--- src/rtl/cls_64bit_if.sv ---
// Operand/result bundle for the 64-bit lookahead subtractor.
// The master drives operands and borrow-in; the slave returns registered results.
interface cls_64bit_if;
   logic [63:0] in_a;
   logic [63:0] in_b;
   logic        bin;
   logic [63:0] diff;
   logic        gp;
   logic        gg;
   logic        bout;

   modport master (
      output in_a, in_b, bin,
      input  diff, gp, gg, bout
   );

   modport slave (
      input  in_a, in_b, bin,
      output diff, gp, gg, bout
   );
endinterface

--- src/rtl/cls_64bit.sv ---
// 64-bit subtractor with a two-level borrow-lookahead tree and registered outputs.
// Bits are grouped into 16 blocks of 4, and the blocks into 4 groups of 4 blocks.
// A single top-level unit resolves the borrow into each group. Each group unit
// then resolves the borrow into each of its blocks, and each block unit resolves
// the borrow into each of its bits. Latency is one cycle. There is no handshake.
module cls_64bit (
   input  logic        clk,
   input  logic        rst,
   cls_64bit_if.slave  bus
);

   // 4-wide lookahead unit: borrows into positions 1..4 from the local generate,
   // the local propagate and the incoming borrow. Every term is expanded, so no
   // borrow ripples from one position to the next.
   function automatic logic [4:1] lac4(input logic [3:0] g,
                                       input logic [3:0] p,
                                       input logic       c0);
      logic [4:1] c;
      c[1] = g[0] | (p[0] & c0);
      c[2] = g[1] | (p[1] & g[0]) | (p[1] & p[0] & c0);
      c[3] = g[2] | (p[2] & g[1]) | (p[2] & p[1] & g[0]) | (p[2] & p[1] & p[0] & c0);
      c[4] = g[3] | (p[3] & g[2]) | (p[3] & p[2] & g[1]) | (p[3] & p[2] & p[1] & g[0])
           | (p[3] & p[2] & p[1] & p[0] & c0);
      return c;
   endfunction

   // Group generate and group propagate over 4 positions. The result is packed as {G, P}.
   function automatic logic [1:0] gp4(input logic [3:0] g,
                                      input logic [3:0] p);
      logic gg4;
      logic gp4v;
      gg4  = g[3] | (p[3] & g[2]) | (p[3] & p[2] & g[1]) | (p[3] & p[2] & p[1] & g[0]);
      gp4v = &p;
      return {gg4, gp4v};
   endfunction

   logic [63:0] w_g;      // per-bit borrow generate
   logic [63:0] w_p;      // per-bit borrow propagate
   logic [15:0] w_bg;     // block generate
   logic [15:0] w_bp;     // block propagate
   logic [3:0]  w_sg;     // group generate
   logic [3:0]  w_sp;     // group propagate
   logic        w_tg;     // top-level generate (ignores bin)
   logic        w_tp;     // top-level propagate
   logic [4:1]  w_sc;     // borrows out of each group
   logic [3:0]  w_sin;    // borrow into each group
   logic [15:0] w_bin;    // borrow into each block
   logic [63:0] w_c;      // borrow into each bit
   logic [63:0] w_diff;
   logic        w_bout;

   logic [63:0] r_diff;
   logic        r_gp;
   logic        r_gg;
   logic        r_bout;

   // Build the lookahead tree upward for (G,P), then distribute borrows downward.
   always_comb begin
      logic [1:0] t;
      logic [4:1] cc;
      w_g   = ~bus.in_a & bus.in_b;
      w_p   = ~(bus.in_a ^ bus.in_b);
      w_bg  = '0;
      w_bp  = '0;
      w_sg  = '0;
      w_sp  = '0;
      w_bin = '0;
      w_c   = '0;
      for (int unsigned j = 0; j < 16; j++) begin
         t       = gp4(w_g[j*4 +: 4], w_p[j*4 +: 4]);
         w_bg[j] = t[1];
         w_bp[j] = t[0];
      end
      for (int unsigned k = 0; k < 4; k++) begin
         t       = gp4(w_bg[k*4 +: 4], w_bp[k*4 +: 4]);
         w_sg[k] = t[1];
         w_sp[k] = t[0];
      end
      t    = gp4(w_sg, w_sp);
      w_tg = t[1];
      w_tp = t[0];
      w_sc  = lac4(w_sg, w_sp, bus.bin);
      w_sin = {w_sc[3:1], bus.bin};
      for (int unsigned k = 0; k < 4; k++) begin
         cc               = lac4(w_bg[k*4 +: 4], w_bp[k*4 +: 4], w_sin[k]);
         w_bin[k*4 +: 4]  = {cc[3:1], w_sin[k]};
      end
      for (int unsigned j = 0; j < 16; j++) begin
         cc             = lac4(w_g[j*4 +: 4], w_p[j*4 +: 4], w_bin[j]);
         w_c[j*4 +: 4]  = {cc[3:1], w_bin[j]};
      end
      w_diff = bus.in_a ^ bus.in_b ^ w_c;
      w_bout = w_tg | (w_tp & bus.bin);
   end

   // Register all results. A synchronous active-low reset clears them.
   always_ff @(posedge clk) begin
      if (!rst) begin
         r_diff <= '0;
         r_gp   <= 1'b0;
         r_gg   <= 1'b0;
         r_bout <= 1'b0;
      end else begin
         r_diff <= w_diff;
         r_gp   <= w_tp;
         r_gg   <= w_tg;
         r_bout <= w_bout;
      end
   end

   assign bus.diff = r_diff;
   assign bus.gp   = r_gp;
   assign bus.gg   = r_gg;
   assign bus.bout = r_bout;

endmodule

--- src/flat_wrapper.sv ---
// flat-port wrapper written by rule: the top's interface ports become plain ports
module cls_64bit_flat 
  (clk, rst, bus_in_a, bus_in_b, bus_bin, bus_diff, bus_gp, bus_gg, bus_bout);
  cls_64bit_if bus_i ();
  input  logic clk;
  input  logic rst;
  input wire logic [$bits(bus_i.in_a)-1:0] bus_in_a;
  input wire logic [$bits(bus_i.in_b)-1:0] bus_in_b;
  input wire logic [$bits(bus_i.bin)-1:0] bus_bin;
  output wire logic [$bits(bus_i.diff)-1:0] bus_diff;
  output wire logic [$bits(bus_i.gp)-1:0] bus_gp;
  output wire logic [$bits(bus_i.gg)-1:0] bus_gg;
  output wire logic [$bits(bus_i.bout)-1:0] bus_bout;
  assign bus_i.in_a = bus_in_a;
  assign bus_i.in_b = bus_in_b;
  assign bus_i.bin = bus_bin;
  assign bus_diff = bus_i.diff;
  assign bus_gp = bus_i.gp;
  assign bus_gg = bus_i.gg;
  assign bus_bout = bus_i.bout;
  cls_64bit u_core (.clk(clk), .rst(rst), .bus(bus_i));
endmodule
--- config.mk ---
export PLATFORM = sky130hd
export DESIGN_NAME = cls_64bit_flat
export DESIGN_NICKNAME = d
export VERILOG_FILES = /design/src/rtl/cls_64bit_if.sv /design/src/rtl/cls_64bit.sv /design/src/flat_wrapper.sv
export SDC_FILE = /design/constraint.sdc
export NUM_CORES = 1
export LEC_CHECK = 0
export CAP_MARGIN = 10
export CORE_ASPECT_RATIO = 2
export CORE_MARGIN = 2
export CORE_UTILIZATION = 40
export DETAILED_ROUTE_END_ITERATION = 8
export DONT_BUFFER_PORTS = 1
export GPL_TIMING_DRIVEN = 0
export MAX_ROUTING_LAYER = met4
export PLACE_DENSITY_LB_ADDON = 0.12
export SKIP_CTS_REPAIR_TIMING = 1
export SYNTH_ARGS = -nofsm -noshare
export SYNTH_HDL_FRONTEND = slang
export SYNTH_SLANG_ARGS = --single-unit
--- constraint.sdc ---
create_clock -name clk -period 3.28 [get_ports clk]
set_input_delay 0.656 -clock clk [delete_from_list [all_inputs] [get_ports clk]]
set_output_delay 0.656 -clock clk [all_outputs]
set_load 0.02 [all_outputs]
# After elaboration in Yosys (flattened, before gate mapping)
# Index checks and enable logic that the tools add are counted.
[totals]
register_bits = 67
output_inout_bits = 67
[classes]
bitwise_logic = 490
n_reduce_logical = 21
[op_table]
columns = ["operator", "n"]
rows = [
  ["1-bit bitwise AND", 295],
  ["1-bit OR", 190],
  ["64-bit inverter", 2],
  ["64-bit XOR", 2],
  ["64-bit bitwise AND", 1],
  ["16-bit AND reduction", 4],
  ["4-bit AND reduction", 16],
  ["64-bit AND reduction", 1],
]

# Logic depth before layout (Yosys ltp)
[depth]
word_depth = 19
depth_mapped = 14
depth_no_buf = 13

# Worst setup path after synthesis
# OpenSTA, ideal clock, no wires.
[synth_timing]
path_type = "input to register"
start = "in bus_in_a[29]"
end = "reg u_core.r_diff[53] (netlist: u_core.bus.diff[53])"
setup_ns = 0.128
arrival_time_ns = 2.994
t_required_ns = 3.152
setup_slack_ns = 0.159
path_stages = 14
path_cell_list = "inv_1 > ha_1 > a21o_1 > a21o_1 > a221oi_1 > o21a_1 > buf_6 > nand2_2 > inv_1 > o21ai_0 > a21o_1 > fa_1 > xor2_1 > nor2_1"
[synth_via]
elab_chain_len = 17
[synth_rtl]
columns = ["element", "line", "rtl"]
rows = [
  ["start, declared", "flat_wrapper.sv:7", "input wire logic [$bits(bus_i.in_a)-1:0] bus_in_a;"],
  ["64-bit inverter or 64-bit XOR (tied branches)", "cls_64bit.sv:61, cls_64bit.sv:62", ""],
  ["64-bit bitwise AND or 64-bit inverter (tied branches)", "cls_64bit.sv:61, cls_64bit.sv:62", ""],
  ["1-bit bitwise AND", "cls_64bit.sv:32", "gg4 = g[3] | (p[3] & g[2]) | (p[3] & p[2] & g[1]) | (p[3] & p[2] & p[1] & g[0]);"],
  ["1-bit OR or 1-bit bitwise AND (tied branches)", "cls_64bit.sv:32", ""],
  ["1-bit OR (2 in series)", "cls_64bit.sv:32", ""],
  ["1-bit OR (2 in series)", "--", ""],
  ["1-bit bitwise AND", "cls_64bit.sv:21", "c[3] = g[2] | (p[2] & g[1]) | (p[2] & p[1] & g[0]) | (p[2] & p[1] & p[0] & c0);"],
  ["1-bit OR (2 in series)", "cls_64bit.sv:21", ""],
  ["1-bit OR (*)", "cls_64bit.sv:21", ""],
  ["1-bit bitwise AND (*)", "cls_64bit.sv:19", "c[1] = g[0] | (p[0] & c0);"],
  ["1-bit OR (*)", "cls_64bit.sv:19", ""],
  ["1-bit bitwise AND (*)", "cls_64bit.sv:19", ""],
  ["1-bit OR (*)", "cls_64bit.sv:19", ""],
  ["64-bit XOR (*)", "cls_64bit.sv:92", "w_diff = bus.in_a ^ bus.in_b ^ w_c;"],
  ["end signal, assigned", "cls_64bit.sv:104", "r_diff <= w_diff;"],
  ["end, declared", "cls_64bit.sv:52", "logic [63:0] r_diff;"],
]
# Mark *: on every way between the ends. The rest lies on a longest branch, timed or not.
# A chain may end at the register's enable or synchronous reset.

# Final worst setup path
[layout_timing]
start = "in bus_in_a[3]"
end = "reg u_core.r_diff[53] (netlist: u_core.bus.diff[53])"
[layout_via]
elab_chain_len = 16
[layout_rtl]
columns = ["element", "line", "rtl"]
rows = [
  ["64-bit XOR", "cls_64bit.sv:62", "w_p = ~(bus.in_a ^ bus.in_b);"],
  ["64-bit inverter", "cls_64bit.sv:62", ""],
  ["1-bit bitwise AND", "cls_64bit.sv:32", ""],
  ["1-bit OR or 1-bit bitwise AND (tied branches) (2 in series)", "--", ""],
  ["1-bit OR", "--", ""],
  ["1-bit bitwise AND", "--", ""],
  ["1-bit OR", "--", ""],
  ["1-bit bitwise AND", "cls_64bit.sv:21", ""],
  ["1-bit OR", "cls_64bit.sv:21", ""],
  ["1-bit OR (*)", "cls_64bit.sv:21", ""],
  ["1-bit bitwise AND (*)", "cls_64bit.sv:19", ""],
  ["1-bit OR (*)", "cls_64bit.sv:19", ""],
  ["1-bit bitwise AND (*)", "cls_64bit.sv:19", ""],
  ["1-bit OR (*)", "cls_64bit.sv:19", ""],
  ["64-bit XOR (*)", "cls_64bit.sv:92", ""],
]
# Marks and branches as above.

==> metrics.md <==
| Metric | Value |
|---|---|
| Run status | finished clean |
| Synth area leader | dfxtp_1 |
| Nets@finish | 861 |
| Row cnt | 59 |
| Synth area leaders | dfxtp_1 25%, ha_1 15%, inv_1 6.4% |
| Crit path cell chain | inv_1 > ha_1 > a21oi_1 > o221ai_2 > a221oi_4 > a21bo_1 > buf_6 > nand2_2 > inv_2 > o21ai_1 > a21o_1 > fa_1 > xor2_1 > nor2_1 |
| IO Port Bufs | 0 |
| # fillers | 1288 |
| Post-route minimum period | 3.12 ns |
| Initial core utilization | 40.8% |
| Mean Syn Cell Area | 8.27 sq um |
| Setup violators final | 0 |
| FMAX | 321 MHz |
| RSZ-0062 raised after global routing | true |
| CTS tree | built |
| Startpoint types | input port |
| Via count | 4678 |
| Post-DRT Antenna Nets | 0 |
| Leakage | 0.00273 uW |
| Router iterations before antenna repair | 5 |
| Slowest stage delay, CP | 0.37 ns |
| Max_cap viols | 0 |
| Placed cells | 790 |
| CP Capture Type | flop |
| Max_slew headroom | 44.6% |
| Post-synth top area share | 25.4% |
| Gpl congestion | 0.842 |
| Most common cell in the synthesized netlist | inv_1 |
| Most used flip-flop cell after synthesis | dfxtp_1 |
| Die Width | 85.2 um |
| Post-synth EDFFs | 0 |
| Post-Syn Nets | 849 |
| Vias in the first global route | 4848 |
| Top post-synthesis cells by count | 90 x inv_1, 67 x dfxtp_1, 64 x ha_1 |
| Post-synth cell types | 71 |
| Post-Syn Instances | 638 |
| Final std cells w/o fill | 807 |
| Slew Viols, Final | 0 |
| DIE AREA | 0.0142 sq mm |
| Pin count of the biggest net entering global routing | 14 |
| Initial antenna violation count | 0 |
| Syn Std Cell Area | 0.00527 sq mm |
| Hold/Removal Path Class | in -> reg |
| Num CTS Buffers | 9 |
| GRT Overall Usage | 22.9% |
| WP data required | 3.49 ns |
| Grt ovf | 0 |
| First-pass GRT wire length | 24500 um |
| Routed wire length | 15900 um |
| Core Footprint | 0.0129 sq mm |
| #FFs+latches synth | 67 |
| Clock Sinks | 67 |
| Hold Vio Cnt, Final | 0 |
| Antenna cells | 0 |
| Power density over cell area | 499 mW/mm^2 |
| Vias per cell | 5.80 |
| Asr flop ratio synth | 0% |
| H-tree Lvls | 3 |
| VDD IR-drop max | 253 uV |
| Critical Path End | u_core.bus.diff[53]$_SDFF_PN0_ |
| CP startpoint | bus_in_a[3] |
| Max FO, Critical Path | 9 |
| Routed length per instance | 19.7 um |
| Yosys Warn Count | 0 |
| CP Class | in -> reg |
| Residual DRC count | 0 |
| Max clock buf depth | 2 |
| Worst Max-Slew Pin Slew | 0.831 ns |
| Hold path start | bus_bin |
| Post-DP HPWL | 12700 um |
| Period utilisation layout | 95.0% |
| Slowest CP cell | fa_1 |
| Root buffer cell | clkbuf_16 |
| Proportion of layout cells with a drive suffix above 1 | 6.56% |
| Seq/Total Area, Yosys | 25.4% |
| Die Span Y | 166 um |
| Initial drt markers | 191 |
| I/O pin count | 198 |
| Setup_tns | 0 ns |
| Area Growth Syn to Fin | 10.6% |
| Crit path DAT | 3.33 ns |
| Clk slew on worst S/H paths | 0.06 ns |
-- kinds of logic (layout without fill, tap and decap cells) --
family	after synthesis	count (layout)	synth area share [%]
muxes	7	7	1.35
DFF	67	67	25.4
buffers and inverters	106	123	7.83
xor gates and xnor gates	23	23	3.82
AOI/OAI and AO/OA	164	164	21.5
adders and majority gates	80	80	21.3
and+or+nand+nor	191	191	18.8
-- how the worst min path moves through the flow --
stage,endpoint,cells past startpoint
floorplan,u_core.bus.bout$_SDFF_PN0_,2
global placement,u_core.bus.bout$_SDFF_PN0_,2
detailed placement,u_core.bus.bout$_SDFF_PN0_,2
CTS,u_core.bus.bout$_SDFF_PN0_,2
global route,u_core.bus.bout$_SDFF_PN0_,2
finish,u_core.bus.bout$_SDFF_PN0_,2
-- through the flow --
stage	power (uW)	cell area, sq um	hold WS, ns	util (%)	setup WS (ns)
6_report	2910	5830	0.447	45.2	0.165
5_1_grt	3080	5830	0.445	45.2	-0.0359
4_1_cts	2930	5790	0.438	44.8	-0.0486
3_5_place_dp	1840	5460	0.793	42.3	-0.387
3_3_place_gp	1830	5460	0.789	42.3	-0.386
2_1_floorplan	1660	5270	0.779	-	0.159
-- layer usage --
metal	GRT usage (%)	vias up	share of wire (%)
li1	-	2276	-
met1	21.5	2178	33
met2	42.5	191	57
met3	5.47	33	6.5
met4	10.8	0	3.6
met5	-	-	0
-- worst max-delay path, delay by kind of cell --
family | cells | cell delay (ns)
xor gates and xnor gates | 1 | 0.17
AOI/OAI and AO/OA | 6 | 1.28
buffers and inverters | 3 | 0.32
and+or+nand+nor | 2 | 0.18
adders and majority gates | 2 | 0.69
-- sequential cells by signal, summed over array words and instances, names as in the netlist --
| signal | count |
|---|---|
| u_core.bus.diff | 64 |
| u_core.bus.bout | 1 |
| u_core.bus.gg | 1 |
| u_core.bus.gp | 1 |
-- cell usage in the layout (no fill, tap or decap), drive strengths merged, types with 12 or more instances in the layout --
cell type | Yosys | routed
nand2 | 51 | 51
ha | 64 | 64
nand3 | 13 | 13
nand4 | 12 | 12
nor2 | 45 | 45
xnor2 | 15 | 15
o21ai | 30 | 30
and2 | 16 | 16
dfxtp | 67 | 67
clkbuf | 12 | 21
inv | 90 | 92
a21oi | 49 | 49
a21o | 20 | 20
fa | 16 | 16
-- where the power goes --
group	internal, uW	switching (uW)
clock	671	406
sequential	929	192
combinational	297	415
total	1900	1010
-- area by class of cell --
type                    instances  area, sq um  area share (%)
multi-input cells             465         3560            61.0
flip-flops and latches         67         1340            23.0
inverters                      91          342            5.85
clock buffers                   9          225            3.86
well taps                     152          190            3.26
clock inverters                 7         98.8            1.69
plain buffers                  15         71.3            1.22
repair buffers                  1         7.51           0.129
Power figures use the tool's default switching activity.
